## src/rtl/snd_write_sched.sv

```systemverilog
// Write scheduler for the sound core: two requesters share a nibble-wide
// address/data bus. Define SND_WRITE_SCHED_GAP_EN to add a recovery cycle after every bus write.
module snd_write_sched (
  input  logic        CLK,
  input  logic        RST,
  input  logic        REQ0_VALID,
  input  logic [1:0]  REQ0_CHAN,
  input  logic [11:0] REQ0_DATA,
  output logic        REQ0_READY,
  input  logic        REQ1_VALID,
  input  logic [1:0]  REQ1_CHAN,
  input  logic [11:0] REQ1_DATA,
  output logic        REQ1_READY,
  output logic        A0,
  output logic        WR,
  output logic [3:0]  D,
  output logic        BUSY,
  output logic        DONE
);

  typedef enum logic [1:0] {
    IDLE = 2'd0,
    ADDR = 2'd1,
    DATA = 2'd2
`ifdef SND_WRITE_SCHED_GAP_EN
    , GAP = 2'd3
`endif
  } state_t;

  state_t      state_q;
  logic [1:0]  chan_q;
  logic [11:0] data_q;
  logic [1:0]  nib_q;
  logic        last_grant_q;
  logic        wr_q, a0_q, done_q;
  logic [3:0]  d_q;

  logic        grant0, grant1, take, last_nib;
  logic [1:0]  sel_chan, nib_inc;
  logic [11:0] sel_data;

  function automatic logic [3:0] addr_nibble(input logic [1:0] chan, input logic [1:0] nib);
    if (chan == 2'd3) return 4'hF;
    return {2'b00, chan} * 4'd3 + {2'b00, nib} + 4'd1;
  endfunction

  function automatic logic [3:0] data_nibble(input logic [1:0] chan, input logic [11:0] data,
                                             input logic [1:0] nib);
    if (chan == 2'd3) return {1'b0, data[2:0]};
    case (nib)
      2'd0:    return data[3:0];
      2'd1:    return data[7:4];
      default: return data[11:8];
    endcase
  endfunction

  // On a tie the requester that did not win last time gets the bus.
  assign grant0 = REQ0_VALID & (~REQ1_VALID | last_grant_q);
  assign grant1 = REQ1_VALID & (~REQ0_VALID | ~last_grant_q);

  // NOTE: the async reset already forces IDLE, but READY must also stay low
  // during the reset pulse itself, so RST gates it explicitly.
  assign REQ0_READY = (state_q == IDLE) & ~RST & grant0;
  assign REQ1_READY = (state_q == IDLE) & ~RST & grant1;
  assign take       = REQ0_READY | REQ1_READY;

  assign sel_chan = grant0 ? REQ0_CHAN : REQ1_CHAN;
  assign sel_data = grant0 ? REQ0_DATA : REQ1_DATA;
  assign last_nib = (chan_q == 2'd3) | (nib_q == 2'd2);
  assign nib_inc  = nib_q + 2'd1;

  // NOTE: all state and output registers use non-blocking assignments so every
  // branch below reads the pre-edge values regardless of statement order.
  always_ff @(posedge CLK or posedge RST) begin
    if (RST) begin
      state_q      <= IDLE;
      chan_q       <= 2'd0;
      data_q       <= 12'd0;
      nib_q        <= 2'd0;
      last_grant_q <= 1'b1;
      wr_q         <= 1'b0;
      a0_q         <= 1'b0;
      d_q          <= 4'd0;
      done_q       <= 1'b0;
    end else begin
      done_q <= 1'b0;
      case (state_q)
        IDLE: begin
          if (take) begin
            chan_q       <= sel_chan;
            data_q       <= sel_data;
            nib_q        <= 2'd0;
            last_grant_q <= grant1;
            state_q      <= ADDR;
            wr_q         <= 1'b1;
            a0_q         <= 1'b0;
            d_q          <= addr_nibble(sel_chan, 2'd0);
          end
        end
`ifdef SND_WRITE_SCHED_GAP_EN
        ADDR, DATA: begin
          state_q <= GAP;
          wr_q    <= 1'b0;
        end
        GAP: begin
          if (!a0_q) begin
            state_q <= DATA;
            wr_q    <= 1'b1;
            a0_q    <= 1'b1;
            d_q     <= data_nibble(chan_q, data_q, nib_q);
            done_q  <= last_nib;
          end else if (last_nib) begin
            state_q <= IDLE;
            a0_q    <= 1'b0;
            d_q     <= 4'd0;
          end else begin
            state_q <= ADDR;
            nib_q   <= nib_inc;
            wr_q    <= 1'b1;
            a0_q    <= 1'b0;
            d_q     <= addr_nibble(chan_q, nib_inc);
          end
        end
`else
        ADDR: begin
          state_q <= DATA;
          wr_q    <= 1'b1;
          a0_q    <= 1'b1;
          d_q     <= data_nibble(chan_q, data_q, nib_q);
          done_q  <= last_nib;
        end
        DATA: begin
          if (last_nib) begin
            state_q <= IDLE;
            wr_q    <= 1'b0;
            a0_q    <= 1'b0;
            d_q     <= 4'd0;
          end else begin
            state_q <= ADDR;
            nib_q   <= nib_inc;
            wr_q    <= 1'b1;
            a0_q    <= 1'b0;
            d_q     <= addr_nibble(chan_q, nib_inc);
          end
        end
        default: state_q <= IDLE;
`endif
      endcase
    end
  end

  assign WR   = wr_q;
  assign A0   = a0_q;
  assign D    = d_q;
  assign DONE = done_q;
  assign BUSY = (state_q != IDLE);

endmodule

```

## config.mk

```make
export PLATFORM = sky130hd
export DESIGN_NAME = snd_write_sched
export DESIGN_NICKNAME = d
export VERILOG_FILES = /design/src/rtl/snd_write_sched.sv
export SDC_FILE = /design/constraint.sdc
export NUM_CORES = 1
export LEC_CHECK = 0
export ABC_AREA = 1
export BUFFER_PORTS_ARGS = -buffer_cell sky130_fd_sc_hd__buf_2
export CORE_MARGIN = 2
export CORE_UTILIZATION = 55
export DETAILED_ROUTE_END_ITERATION = 16
export PLACE_DENSITY = 0.81
export SLEW_MARGIN = 40
export SYNTH_ARGS = -nofsm -noshare
export SYNTH_HDL_FRONTEND = slang
export SYNTH_SLANG_ARGS = --single-unit
```

## constraint.sdc

```tcl
create_clock -name CLK -period 6.7 [get_ports CLK]
set_input_delay 0 -clock CLK [delete_from_list [all_inputs] [get_ports CLK]]
set_output_delay 0 -clock CLK [all_outputs]
set_load 0.005 [all_outputs]
```

; ---- Yosys cells after proc, flatten, opt, wreduce, memory -nomap -nowiden
; Cells that the tools add are included.
[word_totals]
register_bits = 26
input_bits = 32
out_inout_bits = 10
wordCells = 75
[op_classes]
n_addsub = 4
multipliers = 2
n_eq_ne = 8
mux = 31
bitwise_logic = 13
reduce_logical = 8
[op_table]
columns = operator, n
row1 = 2-to-1 mux 4 bit, 8
row2 = 2-to-1 mux 1 bit, 12
row3 = 2-to-1 mux 12 bit, 1
row4 = one-hot mux 4 bit (3 select lines), 1
row5 = "adder 4 x 1 -> 4 bit, second input constant", 2
row6 = "equality test 2 bit, second input constant", 4
row7 = "multiplier 2 x 2 -> 4 bit, second input constant", 2
row8 = 2-to-1 mux 2 bit, 4
row9 = one-hot mux 4 bit (2 select lines), 1
row10 = one-hot mux 1 bit (3 select lines), 2
row11 = one-hot mux 2 bit (3 select lines), 1
row12 = bitwise AND 1 bit, 5
row13 = adder 4 x 2 -> 4 bit, 1
row14 = "equality test 2 x 1 -> 1 bit, second input constant", 2
row15 = logical NOT 2 bit, 2
row16 = "!= test 2 bit, second input constant", 2
row17 = inverter 1 bit, 4
row18 = bitwise OR 1 bit, 4
row19 = one-hot mux 2 bit (2 select lines), 1
row20 = AND reduction 2 bit, 2
row21 = nonzero test 2 bit, 2
row22 = AND reduction 3 bit, 1
row23 = nonzero test 3 bit, 1
row24 = "adder 2 x 1 -> 2 bit, second input constant", 1

; ---- Depth between registers and ports, before layout
; Gate-level depths: netlist of the first run.
[depth]
word_depth = 11
mapped_depth = 14
ltp_nobuf = 14

; ---- Worst setup path after synthesis of the first run
; No wires, ideal clock.
[synth_timing]
path_type = register to register
startpoint = register nib_q[0]
endpoint = register d_q[1] (netlist: D[1])
setup_time_ns = 0.116
t_arrival_ns = 2.254
required_ns = 6.584
slack_ns = 4.330
path_stages_with_launch = 15
n_path_buf = 0
synth_period_minus_slack_ns = 2.370
cell_sequence = dfrtp_1 inv_1 ha_1 fa_1 inv_1 fa_1 inv_1 nand3_1 nand2_1 inv_1 nand2_1 nand2_1 nand2_1 nand2_1 nand2_1
[synth_via]
elab_chain_len = 6
elab_cells_between_ends = 12
cone_classes = 3 x add/sub / 2 x eq/ne / 5 x mux / 1 x bitwise / 1 x reduce/logical
[synth_lines]
columns = element, line_no
row1 = start: declaration, 33  ; logic [1:0] nib_q;
row2 = start signal: assignment, 140  ; nib_q <= nib_inc;
row3 = adder 2 x 1 -> 2 bit, 70  ; assign nib_inc = nib_q + 2'd1;
row4 = adder 4 x 2 -> 4 bit, 44  ; return {2'b00, chan} * 4'd3 + {2'b00, nib} + 4'd1;
row5 = adder 4 x 1 -> 4 bit, 44
row6 = 2-to-1 mux 4 bit, 44
row7 = 2-to-1 mux 4 bit, 133  ; if (last_nib) begin
row8 = one-hot mux 4 bit (3 select lines) (*), 87  ; case (state_q)
row9 = end signal: assignment, 97  ; d_q <= addr_nibble(sel_chan, 2'd0);
row10 = end signal: assignment, 129  ; d_q <= data_nibble(chan_q, data_q, nib_q);
row11 = end signal: assignment, 143  ; d_q <= addr_nibble(chan_q, nib_inc);
row12 = end: declaration, 36  ; logic [3:0] d_q;
; Mark *: on every way between the ends. The rest lies on a longest branch, timed or not.
; A chain may end at the register's enable or synchronous reset.

; ---- Worst setup path in the final report of the first run
; Ends and elaborated chain as after synthesis.

==> impl_metrics.csv, run 1 <==
group,metric,value,unit
setup_path,endpoint_kind,"flip-flop",
floorplan,initial_core_util,0.575,
status,status,"finished, final reports clean",
setup_path,slowest_delay,0.54,ns
cells_and_area,fin_cells,341,
setup_path,required,6.96,ns
sta,rsz0062_at_grt,"false",
floorplan,die_h,60.5,um
sta,report.final.setup_viol,0,
synth,ys_types,25,
floorplan,die_area,3660,um^2
clocking,clkTransAtPathRegs,0.15,ns
placement,gp_congestion,0.874,
sta,tns,0,ns
floorplan,coreArea,3050,um^2
detailed_routing,wire_per_inst,12.7,um
setup_path,path_max_fanout,5,
clocking,cts-htree-levels,1,
synth,syn-num-nets,277,
synth,synthTopCellsByArea,"dfrtp_1, nand2_1, ha_1",
setup_path,critPathKind,"reg -> reg",
placement,dp_hpwl,2.74,mm
setup_path,arrival,2.81,ns
detailed_routing,postRouteAntennaNets,0,
cells_and_area,multi_input_area,961,um^2
grt,antenna_found_initial,0,
cells_and_area,n_antenna_cell,0,
grt,grt_pass1_vias,1662,
detailed_routing,vias_per_cell,4.97,
sta,max_freq,0.391,GHz
cells_and_area,syn_to_final_growth,30.5,%
placement,port_buffers,41,
setup_path,crit_top_cell,"nand2_1",
clocking,post_cts_buffers,0,
grt,grt_max_degree,29,
clocking,cts-root-buf,"clkbuf_4",
pwr,max-vdd-ir-drop,0.209,mV
synth,yosys.area.top_type,"dfrtp_1",
cells_and_area,regArea,652,um^2
grt,grt_first_pass_wirelength,7.42,mm
cells_and_area,nets,344,
setup_path,setup.worst_path.start_class,"flip-flop",
sta,min_period,2.56,ns
sta,slew_headroom,0.622,
synth,yosysMostFrequentCell,"nand2_1",
sta,worst_pin_slew,0.566,ns
hold_path,hold_path_class,"in -> reg",
detailed_routing,drcViolationCount,0,
synth,synth.cell_area,1750,um^2
synth,synth_edf_count,0,
synth,synth_top_cell_area_share,0.357,
sta,final_hold_viol_count,0,
floorplan,rows,20,
sta,fin_worst_skew,0.00735,ns
clocking,cts_buffers,3,
clocking,cts_tree,"yes",
setup_path,worstPathCellList,"inv_1 > ha_1 > fa_1 > inv_1 > fa_1 > inv_1 > nand3_1 > nand2_1 > inv_1 > nand2_1 > nand2_1 > nand2_1 > nand2_1 > nand2_1",
synth,synth_common_cells,"nand2_1, inv_1, dfrtp_1, nor2_1, ha_1",
sta,period_share,0.381,
clocking,clockBufferDepth,2,
synth,ys_seq_area_frac,0.372,
floorplan,pin_count,42,
flow_run,maxCapViolCount,0,
synth,synth_cells,231,
synth,synth_flop_cell,"dfrtp_1",
pwr,p_leak,1.21,nW
synth,avgSynthCellArea,7.59,um^2
grt,grt_use_total,0.272,
sta,final_max_slew_viol_count,0,
setup_path,critPathSlowestCell,"fa_1",
floorplan,fp.dieW,60.5,um
grt,overflow,0,
clocking,clock-sinks,26,
cells_and_area,n_fill_cell,236,
detailed_routing,drt-pass1-iter-count,4,
synth,synthArstFlopShare,1.00,
cells_and_area,drive_above_1_share,0.205,
detailed_routing,vias,1696,
pwr,powerDensity,455,nW/um^2
detailed_routing,routed_wl,4.33,mm
clocking,insertion_delay,0.34,ns
placement,dp.cells,312,
detailed_routing,drtIter0Drc,79,
synth,ys_ff_latch,26,
synth,ys_warn_count,0,
logic make-up (layout without fill, tap and decap cells):
family          count (synthesis)  count (layout)  share of synthesized area
fa+ha+maj                      14              14                      0.108
buf+inv                        34             100                     0.0806
simple gates                  131             131                      0.335
compound gates                 26              26                      0.104
flops                          26              26                      0.372
registers in the layout, indices dropped and copies added (netlist names):
signal and flops:
last_grant_q 1, DONE 1, nib_q 2, state_q 2, chan_q 2, D 4, data_q 12, WR 1
A0 1
worst paths after layout:
path	slack, ns	cells past startpoint	to	start
max in group asynchronous	6.01	3	last_grant_q$_DFFE_PP1P_	RST
min reg2reg	0.49	2	D[1]$_DFFE_PP0P_	D[1]$_DFFE_PP0P_
min in group asynchronous	0.31	3	data_q[8]$_DFFE_PP0P_	RST
max	4.14	14	D[1]$_DFFE_PP0P_	nib_q[0]$_DFFE_PP0P_
max reg2reg	4.14	14	D[1]$_DFFE_PP0P_	nib_q[0]$_DFFE_PP0P_
min	0.03	3	last_grant_q$_DFFE_PP1P_	REQ1_VALID
cell type report:
type                            instances  share of cell area
Tap cell                               44              0.0241
Clock buffer                            3             0.00984
Sequential cell                        26               0.285
Timing Repair Buffer                   66               0.199
Multi-Input combinational cell        171               0.420
Inverter                               30              0.0492
Clock inverter                          1              0.0131
report_power, final:
group / total, mW / leakage [nW] / internal (mW) / switching, mW
clock network: 0.112 / 0.0279 / 0.0606 / 0.0514
logic: 0.643 / 0.877 / 0.277 / 0.366
registers: 0.286 / 0.305 / 0.234 / 0.0519
cells in the final DEF, fill, tap and decap left out, drive strengths merged, types with 10 or more instances in the layout:
master / synthesis / routed
nand2: 95 / 95
buf: 4 / 41
inv: 30 / 30
dfrtp: 25 / 25
dlygate4sd3: 0 / 25
nor2: 22 / 22
ha: 12 / 12
nand3: 12 / 12
a31oi: 12 / 12
o21ai: 10 / 10
stage by stage:
step	worst slack, ns	cell area, um^2	util	power, mW	hold slack [ns]
after floorplan	4.33	1750	-	0.714	0.0393
after global routing	3.96	2290	0.750	1.15	0.0601
after global placement	4.27	1990	0.650	0.823	0.266
after CTS	4.14	2290	0.750	1.03	0.0367
after detailed placement	4.16	1990	0.650	0.846	0.136
final	4.14	2290	0.750	1.04	0.0302
layer usage:
| layer | vias up | wire (um) | global-route usage |
|---|---|---|---|
| li1 | 854 | - | - |
| met1 | 772 | 1800 | 0.347 |
| met2 | 63 | 2230 | 0.472 |
| met3 | 7 | 235 | 0.0448 |
| met4 | 0 | 53 | 0.0932 |
| met5 | - | 0 | 0 |
worst max-delay path, delay by kind of cell (launching register included):
family | cells | cell delay (ns)
adders and majority gates | 3 | 1.39
DFF | 1 | 0.47
and+or+nand+nor | 7 | 0.34
buffers and inverters | 4 | 0.28
repair_timing:
action	4_1_cts	5_1_grt
hold buffers	25	0
endpoints found under the hold margin	37	0
resized for setup	0	0
Power figures use the tool's default switching activity.
==> run 2: changes to the inputs <==
--- a/config.mk
+++ b/config.mk
@@ -8,9 +8,9 @@
 export ABC_AREA = 1
 export BUFFER_PORTS_ARGS = -buffer_cell sky130_fd_sc_hd__buf_2
 export CORE_MARGIN = 2
-export CORE_UTILIZATION = 55
+export CORE_UTILIZATION = 53
 export DETAILED_ROUTE_END_ITERATION = 16
-export PLACE_DENSITY = 0.81
+export PLACE_DENSITY = 0.78
 export SLEW_MARGIN = 40
 export SYNTH_ARGS = -nofsm -noshare
 export SYNTH_HDL_FRONTEND = slang
==> constraint.sdc (replaced) <==
create_clock -name CLK -period 2.45 [get_ports CLK]
set_input_delay 0 -clock CLK [delete_from_list [all_inputs] [get_ports CLK]]
set_output_delay 0 -clock CLK [all_outputs]
set_load 0.005 [all_outputs]
==> run 2 against run 1 <==
  * Critical endpoint unchanged
  * Final cell count up 0.88%
  * Core utilization down 0.93 points
  * Highest routed layer unchanged
  * Setup slack worse by 4.0 ns
  * Largest cell class unchanged
==> impl_metrics.csv, run 2 (synthesis gave the netlist of run 1 again) <==
group,metric,value,unit
setup_path,regToRegStartpoint,"nib_q[1]$_DFFE_PP0P_",
pwr,combinationalPowerShare,0.649,
floorplan,die_h,61.5,um
pwr,p_seq_frac,0.281,
pwr,p_sw,1.26,mW
hold_path,min_from,"REQ1_VALID",
cells_and_area,drive_above_1_share,0.223,
sta,worst_pin_slew,0.540,ns
clocking,insertion_delay,0.33,ns
clocking,clock-sinks,26,
detailed_routing,drtIter0Drc,64,
flow_run,maxCapViolCount,0,
detailed_routing,drcViolationCount,0,
clocking,clkTransAtPathRegs,0.15,ns
setup_path,endpoint,"D[1]$_DFFE_PP0P_",
placement,port_buffers,41,
placement,dp_hpwl,2.75,mm
setup_path,startpoint,"nib_q[1]$_DFFE_PP0P_",
grt,grt_first_pass_wirelength,7.08,mm
detailed_routing,postRouteAntennaNets,0,
cells_and_area,largest_register_ffs,12,
placement,place_ws,0.0907,ns
cells_and_area,final_cell_mix,"nand2_1, buf_2, dfrtp_1, dlygate4sd3_1, inv_1",
grt,grtUsageMet3,0.0315,
clocking,cts-htree-levels,1,
setup_path,r2r_end,"D[1]$_DFFE_PP0P_",
sta,slew_headroom,0.640,
cells_and_area,nets,347,
clocking,cts_tree,"yes",
floorplan,pin_count,42,
cells_and_area,regMostFlops,"data_q",
hold_path,hold_path_class,"in -> reg",
setup_path,arrival,2.56,ns
grt,antenna_found_initial,0,
sta,final_max_slew_viol_count,0,
placement,gp_congestion,0.843,
floorplan,initial_core_util,0.565,
pwr,powerDensity,1200,nW/um^2
grt,grt_use_met1,0.331,
cells_and_area,syn_to_final_growth,31.0,%
sta,period_share,0.943,
sta,setup_ws,0.140,ns
detailed_routing,vias_per_cell,4.83,
status,status,"finished, final reports clean",
detailed_routing,vias,1662,
sta,final_hold_viol_count,0,
grt,use_met2,0.438,
sta,fin_worst_skew,0.0148,ns
clocking,clockBufferDepth,2,
pwr,p_total,2.76,mW
pwr,swShare,0.456,
floorplan,rows,20,
sta,tns,0,ns
clocking,cts-root-buf,"clkbuf_4",
detailed_routing,wire_per_inst,11.7,um
floorplan,fp.dieW,61.5,um
cells_and_area,n_fill_cell,260,
floorplan,coreArea,3100,um^2
grt,grt_most_used_layer,"met2",
clocking,cts_buffers,3,
grt,overflow,0,
grt,grt_max_degree,29,
sta,min_period,2.31,ns
pwr,p_leak,1.21,nW
detailed_routing,routed_wl,4.02,mm
grt,grt_pass1_vias,1600,
setup_path,path_max_fanout,3,
cells_and_area,final_common_cell,"nand2_1",
pwr,p_int,1.50,mW
detailed_routing,drt-pass1-iter-count,4,
sta,timing.hold.ws,0.0551,ns
setup_path,setup.worst_path.start_class,"flip-flop",
sta,report.final.setup_viol,0,
sta,max_freq,0.433,GHz
setup_path,r2r_slack,0.14,ns
sta,rsz0062_at_grt,"false",
floorplan,die_area,3790,um^2
setup_path,required,2.70,ns
cells_and_area,n_antenna_cell,0,
pwr,max-vdd-ir-drop,0.613,mV
grt,grt_use_total,0.252,
setup_path,endpoint_kind,"flip-flop",
setup_path,critPathKind,"reg -> reg",
setup_path,rr_worst_depth,14,
pwr,power_frac_clock,0.071,
-- run 2: worst min path at each step --
stage | slack (ns) | to | cells after the start
3_5_place_dp | 0.13 | data_q[1]$_DFFE_PP0P_ | 2
5_1_grt | 0.06 | last_grant_q$_DFFE_PP1P_ | 3
6_report | 0.06 | last_grant_q$_DFFE_PP1P_ | 3
2_1_floorplan | 0.04 | A0$_DFFE_PP0P_ | 1
3_3_place_gp | 0.26 | data_q[4]$_DFFE_PP0P_ | 3
4_1_cts | 0.06 | last_grant_q$_DFFE_PP1P_ | 3
-- run 2: power by group through the flow --
stage,Combinational (mW),Sequential (mW),Clock [mW]
global route,2.07,0.802,0.222
detailed placement,1.54,0.782,0
global placement,1.50,0.768,0
floorplan,1.19,0.762,0
finish,1.79,0.775,0.195
CTS,1.74,0.770,0.195
-- run 2: area by class of cell --
class | instances | area (um^2) | area share
multi-input combinational | 171 | 973 | 0.424
sequential | 26 | 652 | 0.284
timing repair buffer | 69 | 478 | 0.208
inverter | 30 | 113 | 0.0490
tap | 44 | 55.1 | 0.0240
clock buffer | 4 | 26.3 | 0.0114
-- run 2: metal layers --
metal,wire length (um),part of all wire
met5,0,0
met4,40,0.010
met3,227,0.057
met2,1980,0.49
met1,1770,0.44
-- run 2: through the flow --
step                      utilization  area (um^2)  std cells
final                           0.740         2300        344
after global routing            0.740         2300        344
after CTS                       0.734         2280        343
after detailed placement        0.645         2000        314
after global placement          0.645         2000        314
after floorplan                     -         1750        231
-- run 2: repair_timing --
item                                    4_1_cts  5_1_grt
resized for setup                             0        4
endpoints found under the setup margin        0        1
hold buffers                                 25        0
buffers inserted                              0        1
endpoints found under the hold margin        37        0
-- run 2: critical path, cell delays in order (launching register included) --
cell,delay [ns]
dfrtp_1,0.43
inv_2,0.10
ha_4,0.21
fa_1,0.55
inv_2,0.05
fa_1,0.47
inv_1,0.04
nand3_1,0.06
nand2_1,0.05
inv_1,0.05
nand2_1,0.04
nand2_1,0.05
nand2_1,0.05
nand2_1,0.05
nand2_1,0.04
